[src/rtl/egm_pkg.sv]
// rtl/egm_pkg.sv - shared state encoding, width default and saturating increment for egm_stimulus_gen
package egm_pkg;

    localparam int CNT_W_DEF = 16;

    typedef enum logic [1:0] {
        IDLE = 2'd0,
        HIGH = 2'd1,
        LOW  = 2'd2
    } egm_state_t;

    // Widths up to 32 bits; callers zero-extend in and truncate out.
    function automatic logic [31:0] sat_inc(input logic [31:0] v, input logic [31:0] max_v);
        return (v >= max_v) ? v : v + 32'd1;
    endfunction

endpackage

[src/rtl/egm_sync_edge.sv]
// rtl/egm_sync_edge.sv - N-stage synchronizer with rising-edge detect on the last stage
module egm_sync_edge #(
    parameter int N = 2
) (
    input  logic clk,
    input  logic rst,
    input  logic din,
    output logic rise
);

    logic [N-1:0] sync_q, sync_d;
    logic         prev_q, prev_d;

    always_comb begin
        sync_d = {sync_q[N-2:0], din};
        prev_d = sync_q[N-1];
    end

    always_ff @(posedge clk or posedge rst) begin
        if (rst) begin
            sync_q <= '0;
            prev_q <= 1'b0;
        end else begin
            sync_q <= sync_d;
            prev_q <= prev_d;
        end
    end

    assign rise = sync_q[N-1] & ~prev_q;

endmodule

[src/rtl/egm_stimulus_gen.sv]
// rtl/egm_stimulus_gen.sv - periodic stimulus initiator with latency/miss measurement; EGM_SPURIOUS_CNT_EN adds spurious_count
module egm_stimulus_gen
    import egm_pkg::*;
#(
    parameter int CNT_W       = CNT_W_DEF,
    parameter int SYNC_STAGES = 2
) (
    input  logic             clk_clk,
    input  logic             reset_reset,
    input  logic             enable,
    input  logic [CNT_W-1:0] period,
    input  logic [CNT_W-1:0] pulse_width,
    output logic             egm_stimulus,
    input  logic             egm_response,
    output logic [CNT_W-1:0] latency,
    output logic             latency_valid,
    output logic [CNT_W-1:0] pulse_count,
    output logic [CNT_W-1:0] missed_count,
`ifdef EGM_SPURIOUS_CNT_EN
    output logic [CNT_W-1:0] spurious_count,
`endif
    output logic             busy
);

    localparam logic [CNT_W-1:0] ONE  = CNT_W'(1);
    localparam logic [CNT_W-1:0] ONES = '1;

    function automatic logic [CNT_W-1:0] inc(input logic [CNT_W-1:0] v);
        return CNT_W'(sat_inc(32'(v), 32'(ONES)));
    endfunction

    egm_state_t       state_q, state_d;
    logic [CNT_W-1:0] tmr_q, tmr_d;
    logic [CNT_W-1:0] low_q, low_d;
    logic             stim_q, stim_d;
    logic             out_q, out_d;
    logic [CNT_W-1:0] lat_cnt_q, lat_cnt_d;
    logic [CNT_W-1:0] latency_q, latency_d;
    logic             lv_q, lv_d;
    logic [CNT_W-1:0] pulse_q, pulse_d;
    logic [CNT_W-1:0] miss_q, miss_d;
    logic [CNT_W-1:0] pw_c, low_c;
    logic             start, accept, resp_rise;

    egm_sync_edge #(.N(SYNC_STAGES)) u_sync (
        .clk  (clk_clk),
        .rst  (reset_reset),
        .din  (egm_response),
        .rise (resp_rise)
    );

    always_comb begin
        state_d = state_q;
        tmr_d   = tmr_q;
        low_d   = low_q;
        // Low time is stored instead of the period so pw = all-ones cannot overflow pw+1.
        pw_c    = (pulse_width == '0) ? ONE : pulse_width;
        low_c   = (period > pw_c) ? period - pw_c : ONE;

        case (state_q)
            IDLE: begin
                if (enable) begin
                    state_d = HIGH;
                    tmr_d   = pw_c - ONE;
                    low_d   = low_c;
                end
            end
            HIGH: begin
                if (tmr_q == '0) begin
                    state_d = LOW;
                    tmr_d   = low_q - ONE;
                end else begin
                    tmr_d = tmr_q - ONE;
                end
            end
            LOW: begin
                if (tmr_q == '0) begin
                    if (enable) begin
                        state_d = HIGH;
                        tmr_d   = pw_c - ONE;
                        low_d   = low_c;
                    end else begin
                        state_d = IDLE;
                    end
                end else begin
                    tmr_d = tmr_q - ONE;
                end
            end
            default: state_d = IDLE;
        endcase

        stim_d = (state_d == HIGH);
        start  = (state_d == HIGH) && (state_q != HIGH);
        // A response landing on the same edge as a new rise belongs to the old pulse.
        accept = resp_rise && out_q;

        pulse_d   = start ? inc(pulse_q) : pulse_q;
        miss_d    = (start && out_q && !accept) ? inc(miss_q) : miss_q;
        lat_cnt_d = start ? '0 : (out_q ? inc(lat_cnt_q) : lat_cnt_q);
        out_d     = start ? 1'b1 : (accept ? 1'b0 : out_q);
        latency_d = accept ? lat_cnt_q : latency_q;
        lv_d      = accept;
    end

    always_ff @(posedge clk_clk or posedge reset_reset) begin
        if (reset_reset) begin
            state_q   <= IDLE;
            tmr_q     <= '0;
            low_q     <= '0;
            stim_q    <= 1'b0;
            out_q     <= 1'b0;
            lat_cnt_q <= '0;
            latency_q <= '0;
            lv_q      <= 1'b0;
            pulse_q   <= '0;
            miss_q    <= '0;
        end else begin
            state_q   <= state_d;
            tmr_q     <= tmr_d;
            low_q     <= low_d;
            stim_q    <= stim_d;
            out_q     <= out_d;
            lat_cnt_q <= lat_cnt_d;
            latency_q <= latency_d;
            lv_q      <= lv_d;
            pulse_q   <= pulse_d;
            miss_q    <= miss_d;
        end
    end

`ifdef EGM_SPURIOUS_CNT_EN
    logic [CNT_W-1:0] spur_q, spur_d;

    always_comb begin
        spur_d = (resp_rise && !out_q) ? inc(spur_q) : spur_q;
    end

    always_ff @(posedge clk_clk or posedge reset_reset) begin
        if (reset_reset) begin
            spur_q <= '0;
        end else begin
            spur_q <= spur_d;
        end
    end

    assign spurious_count = spur_q;
`endif

    assign egm_stimulus  = stim_q;
    assign latency       = latency_q;
    assign latency_valid = lv_q;
    assign pulse_count   = pulse_q;
    assign missed_count  = miss_q;
    assign busy          = (state_q != IDLE);

endmodule
[config.mk]
export PLATFORM = sky130hd
export DESIGN_NAME = egm_stimulus_gen
export DESIGN_NICKNAME = d
export VERILOG_FILES = /design/src/rtl/egm_pkg.sv /design/src/rtl/egm_sync_edge.sv /design/src/rtl/egm_stimulus_gen.sv
export SDC_FILE = /design/constraint.sdc
export NUM_CORES = 1
export LEC_CHECK = 0
export ABC_CLOCK_PERIOD_IN_PS = 8400
export CORE_UTILIZATION = 55
export DETAILED_ROUTE_END_ITERATION = 6
export GPL_TIMING_DRIVEN = 0
export PLACE_DENSITY = 0.84
export SETUP_SLACK_MARGIN = 0.5
export SLEW_MARGIN = 20
export SYNTH_ARGS = -nofsm -noshare
export SYNTH_HDL_FRONTEND = slang
export SYNTH_HIERARCHICAL = 1
export SYNTH_SLANG_ARGS = --single-unit
[constraint.sdc]
create_clock -name clk_clk -period 8.4 [get_ports clk_clk]
set_input_delay 1.68 -clock clk_clk [delete_from_list [all_inputs] [get_ports clk_clk]]
set_output_delay 1.68 -clock clk_clk [all_outputs]
set_load 0.1 [all_outputs]
==> After elaboration in Yosys (flattened, before gate mapping) <==
Index checks and enable logic that the tools add are counted.
{ "totals": {"ff_bits": 104, "out_inout_bits": 51} }
{ "classes": {"magnitude_cmp": 4, "muxes": 19, "add_sub_neg": 7, "n_eq_ne": 6, "bitwise_logic": 4, "n_reduce_logical": 17} }
{ "op_table": {"columns": ["op", "n"], "rows": [
  ["16-bit two-way mux", 10],
  ["16-bit by 1-bit adder with 16-bit output (second input constant)", 3],
  ["16-bit greater-or-equal comparator (second input constant)", 3],
  ["16-bit one-hot mux with 3 select lines", 1],
  ["16-bit by 1-bit subtractor with 16-bit output (second input constant)", 3],
  ["16-bit zero test", 2],
  ["16-bit one-hot mux with 2 select lines", 1],
  ["16-bit > comparator", 1],
  ["16-bit subtractor", 1],
  ["2-bit AND reduction", 4],
  ["2-bit nonzero test", 4],
  ["2-bit two-way mux", 3],
  ["2-bit one-hot mux with 3 select lines", 1],
  ["2-bit by 1-bit equality test with 1-bit output (second input constant)", 2],
  ["1-bit logical AND", 4],
  ["2-bit inequality test (second input constant)", 2],
  ["1-bit two-way mux", 3],
  ["1-bit NOT", 3],
  ["3-bit nonzero test", 1],
  ["2-bit equality test (second input constant)", 1],
  ["2-bit zero test", 1],
  ["2-bit by 1-bit inequality test with 1-bit output (second input constant)", 1],
  ["1-bit bitwise AND", 1],
  ["1-bit zero test", 1]
]} }

==> Longest topological paths before layout <==
Gate-level depths: netlist of the first run.
{ "depth": {"ltp_word": 8, "mapped_depth": 14, "ltp_nobuf": 13} }

==> Hierarchy <==
The synthesis of the first run kept the hierarchy.
{ "by_module_without_submodules": {"columns": ["mod", "cells_per_inst", "instances", "area_each_um2", "seq_area_each_um2"], "rows": [
  ["egm_stimulus_gen", 706, 1, 6613.8, 2527.4],
  ["egm_sync_edge", 5, 1, 92.6, 75.1]
]} }

==> Worst setup path after synthesis of the first run <==
No wires, ideal clock.
{ "synth_timing": {"path_type": "in2reg", "startpoint": "in pulse_width[10]", "endpoint": "reg low_q[15]", "required_time_ns": 8.274, "setup_slack_ns": 3.481, "setup_ns": 0.126, "stages": 13, "arrival_ns": 4.793, "cell_sequence": "or4_1 nor3_1 a21oi_1 inv_1 ha_1 inv_1 fa_1 a211oi_1 o21ai_0 a211oi_1 a211oi_2 nor3b_1 a221o_1"} }
{ "synth_between": {"elab_chain_len": 7, "word_cells_on_any_way": 8} }
{ "synth_rtl": {"columns": ["element", "line_no", "rtl"], "rows": [
  ["start: declaration", "egm_stimulus_gen.sv:12", "input logic [CNT_W-1:0] pulse_width,"],
  ["16-bit zero test", "egm_stimulus_gen.sv:57", "pw_c = (pulse_width == '0) ? ONE : pulse_width;"],
  ["16-bit two-way mux (*)", "egm_stimulus_gen.sv:57", null],
  ["16-bit subtractor / 16-bit > comparator (equally long branches)", "egm_stimulus_gen.sv:58", "low_c = (period > pw_c) ? period - pw_c : ONE;"],
  ["16-bit two-way mux (*)", "egm_stimulus_gen.sv:58", null],
  ["16-bit two-way mux (*)", "egm_stimulus_gen.sv:62, egm_stimulus_gen.sv:78", null],
  ["16-bit two-way mux", "egm_stimulus_gen.sv:77", "if (tmr_q == '0) begin"],
  ["16-bit one-hot mux with 2 select lines (*)", "egm_stimulus_gen.sv:60", "case (state_q)"],
  ["end signal: assignment", "egm_stimulus_gen.sv:120", "low_q <= low_d;"],
  ["end: declaration", "egm_stimulus_gen.sv:34", "logic [CNT_W-1:0] low_q, low_d;"]
]} }
Every way passes the cells marked *; elsewhere a longest branch is shown, timed or not. The select of a mux whose other input is x is not followed.
A chain may end at the register's enable or synchronous reset.

==> Worst setup path in the final report of the first run <==
Ends and elaborated chain as after synthesis.

==> run metrics, run 1 <==
outcome completed; Vias 5904; setup repair after global routing missed its margin false; area of the core 11700 um2; Warnings, synthesis 6; Initial Util 57.5%; longest individual stage delay on the worst path 600 ps; router iterations before antenna repair 5; maximum ir drop on the vdd rail 0.000118 V; Post-Syn Area per Cell 9.43 um2; leakage 3.44 nW; fraction of the cycle the final worst path needs 69.8%; DRC violation count after routing 0; TritonCTS Buffers 9; TritonCTS clock tree built; clock root cell clkbuf_16; final worst slack 2540 ps; synthesized area 6710 um2; CTS HTree Levels 3; Global Route Usage Sum 27.5%; number of antenna violations at the first check in global routing 0; crit path launch type input port; number of clock sinks 104; reg2reg end missed_count[1]; largest cells by area after synthesis dfrtp_1, xnor2_1, ha_1, mux2_2, xor2_1; clock transition time at the flip-flop clock pins of the worst setup and hold paths 70 ps; Post-CTS Setup Inserts 0; ratio of total power to cell area 154 nW/um2; Setup crit end kind register; normalized max-slew margin 33.7%; ratio of routed vias to standard cells 6.18; die outline width 112 um; CP Data Arrival Time 6100 ps; via count of the first global-routing pass 5792; layout cell share with drive strength beyond 1 6.52%; slowest CP cell or4_1; placement row count 39; Total Routed Length 16600 um; first-pass GRT wire length 27900 um; actual slew at the worst max-slew pin 992 ps; Filler Cell Count 931; Final Critical Period 5860 ps; highest clock frequency the design can meet 171 MHz; required arrival time at the worst endpoint 8640 ps; Worst Reg-to-Reg Cells 6; drt initial violations 508; Hold Fails Final Rpt 0; reg2reg setup slack 5360 ps; DR WL/cell 17.4 um; critical path, cell by cell clkdlybuf4s50_1 > or4_1 > nor3_1 > a21oi_1 > inv_1 > ha_1 > inv_1 > fa_1 > a211oi_1 > o21ai_0 > a211oi_1 > a211oi_2 > nor3b_1 > a221o_1; worst slack, placed 2240 ps; die outline area 12600 um2; Synth area leader dfrtp_1; cell types with the highest counts after synthesis dfrtp_1, xnor2_1, nor2_1; maximum fanout along the worst path 8; number of nets with antenna violations after detailed routing 0; number of synthesized flops with an enable pin 0; worst hold-check slack 360 ps; net count after synthesis 775; insertion delay of the later-clocked pin in the worst-skew pair 350 ps; Hold Crit Start u_sync/sync_q[0]; Layout Skew 8.10 ps; Min-Delay Path Depth 0; most repeated cell in the gate-level netlist after synthesis dfrtp_1; share of flip-flops with an asynchronous set or reset after synthesis 100%; share of synthesized area occupied by flip-flops and latches 38.8%; Total Neg Setup Slack 0 ps; final-report max-slew violation count 0; post-cts repair resize count 0; count of antenna diodes in the layout 0; cell area after placement 7780 um2; setup-violating endpoint count in the final report 0; number of max-capacitance violations reported 0; largest net degree at the start of global routing 68; startpoint-to-endpoint class of the critical path input port to register; area of the multi-input gates 3850 um2; global placement routability congestion 0.876; share of the synthesized area in the top cell type 38.8%; area growth from synthesis to final layout 20.0%; overall power of the completed layout 1.24 mW; Unique masters post-synth 67; DPL Wire Length 12800 um; post-route cell area 8050 um2; ports placed on the boundary 87; port buffer count 86; number of synthesized register bits 104; Post-Syn Instances 711; type of the most critical hold path register to register; area used by sequential logic in the layout 2600 um2; Crit Reg-Reg Startpoint tmr_q[11]; total congestion overflow 0; Top FF cell, synth dfrtp_1; Max clock buf depth 2; Net count, final 873; die span in y 112 um; total of hold buffers inserted after clock tree synthesis 0; WHS Endpoint u_sync/sync_q[1]
[per-stage QoR]
stage	cells	util [%]
2_1_floorplan	711	-
3_3_place_gp	940	66.4
3_5_place_dp	941	66.7
4_1_cts	956	69.0
5_1_grt	956	69.0
6_report	956	69.0
[flip-flops by register name, indices dropped and copies added (netlist names)]
register	cells
missed_count	16
latency	16
u_sync/sync_q	2
lat_cnt_q	16
latency_valid	1
state_q	2
out_q	1
pulse_count	16
egm_stimulus	1
u_sync/prev_q	1
low_q	16
tmr_q	16
[power breakdown]
group	switching, mW	internal (mW)	total (mW)	leakage (nW)
clock	0.180	0.208	0.389	0.126
combinational	0.145	0.113	0.257	1.94
sequential	0.0525	0.537	0.590	1.38
total	0.378	0.858	1.24	3.44
[logic make-up (layout without fill, tap and decap cells)]
logic type,count (synthesis),in the layout,share of synthesized area (%)
compound gates,134,134,14.3
mux,21,21,3.47
flops,104,104,38.8
fa+ha+maj,28,28,5.34
buf+inv,64,166,3.79
simple gates,274,274,23.1
xor+xnor,86,86,11.2
[worst max-delay path by stage]
stage,start,end,slack [ps]
finish,pulse_width[10],low_q[15],2540
global route,pulse_width[11],low_q[15],2380
CTS,pulse_width[10],low_q[15],2590
detailed placement,pulse_width[10],low_q[15],2240
global placement,pulse_width[10],low_q[15],2310
floorplan,pulse_width[10],low_q[15],3480
[layer usage]
metal	global-route usage, %	part of all wire (%)
met1	33.5	42
met2	49.4	51
met3	3.19	4.7
met4	11.3	2.5
met5	0	0
[cell usage in the layout, fill, tap and decap left out, drive strengths merged, types with 11 or more instances in the layout]
master / synthesis / routed
a21oi: 27 / 27
a22o: 11 / 11
and3: 21 / 21
and4: 13 / 13
clkbuf: 15 / 28
clkdlybuf4s50: 0 / 86
dfrtp: 104 / 104
ha: 27 / 27
inv: 44 / 44
mux2: 18 / 18
nand2: 46 / 46
nand3: 35 / 35
nand4: 16 / 16
nor2: 48 / 48
nor3: 19 / 19
nor4: 16 / 16
o21ai: 23 / 23
xnor2: 65 / 65
xor2: 21 / 21
[area by class of cell]
cell class              instances  area share [%]
well taps                     143            2.22
inverters                      44            2.12
clock inverters                 2           0.202
multi-input cells             543            47.9
clock buffers                  13            3.11
flip-flops and latches        104            32.3
plain buffers                  20            1.10
repair buffers                 87            11.0
[critical path, delay by kind of cell]
family | cells | cell delay, ps
buffers and inverters | 3 | 620
adder cells (fa/ha/maj) | 2 | 570
AO/OA/AOI/OAI | 6 | 1890
AND/OR/NAND/NOR | 3 | 1340
Power figures use the tool's default switching activity.
==> run 2, diff against run 1 <==
--- a/config.mk
+++ b/config.mk
@@ -5,7 +5,7 @@
 export SDC_FILE = /design/constraint.sdc
 export NUM_CORES = 1
 export LEC_CHECK = 0
-export ABC_CLOCK_PERIOD_IN_PS = 8400
+export ABC_CLOCK_PERIOD_IN_PS = 6100
 export CORE_UTILIZATION = 55
 export DETAILED_ROUTE_END_ITERATION = 6
 export GPL_TIMING_DRIVEN = 0
==> constraint.sdc (replaced) <==
create_clock -name clk_clk -period 6.1 [get_ports clk_clk]
set_input_delay 1.22 -clock clk_clk [delete_from_list [all_inputs] [get_ports clk_clk]]
set_output_delay 1.22 -clock clk_clk [all_outputs]
set_load 0.1 [all_outputs]
==> results of run 2 <==
The final DEF is identical to that of run 1. Status: completed.
Main changes from that run: setup slack after placement 2240 ps -> 401 ps; setup slack after layout 2540 ps -> 700 ps; register-to-register setup slack 5360 ps -> 3060 ps; total power 1.24 mW -> 1.70 mW; worst IR drop on VDD 0.000118 V -> 0.000162 V
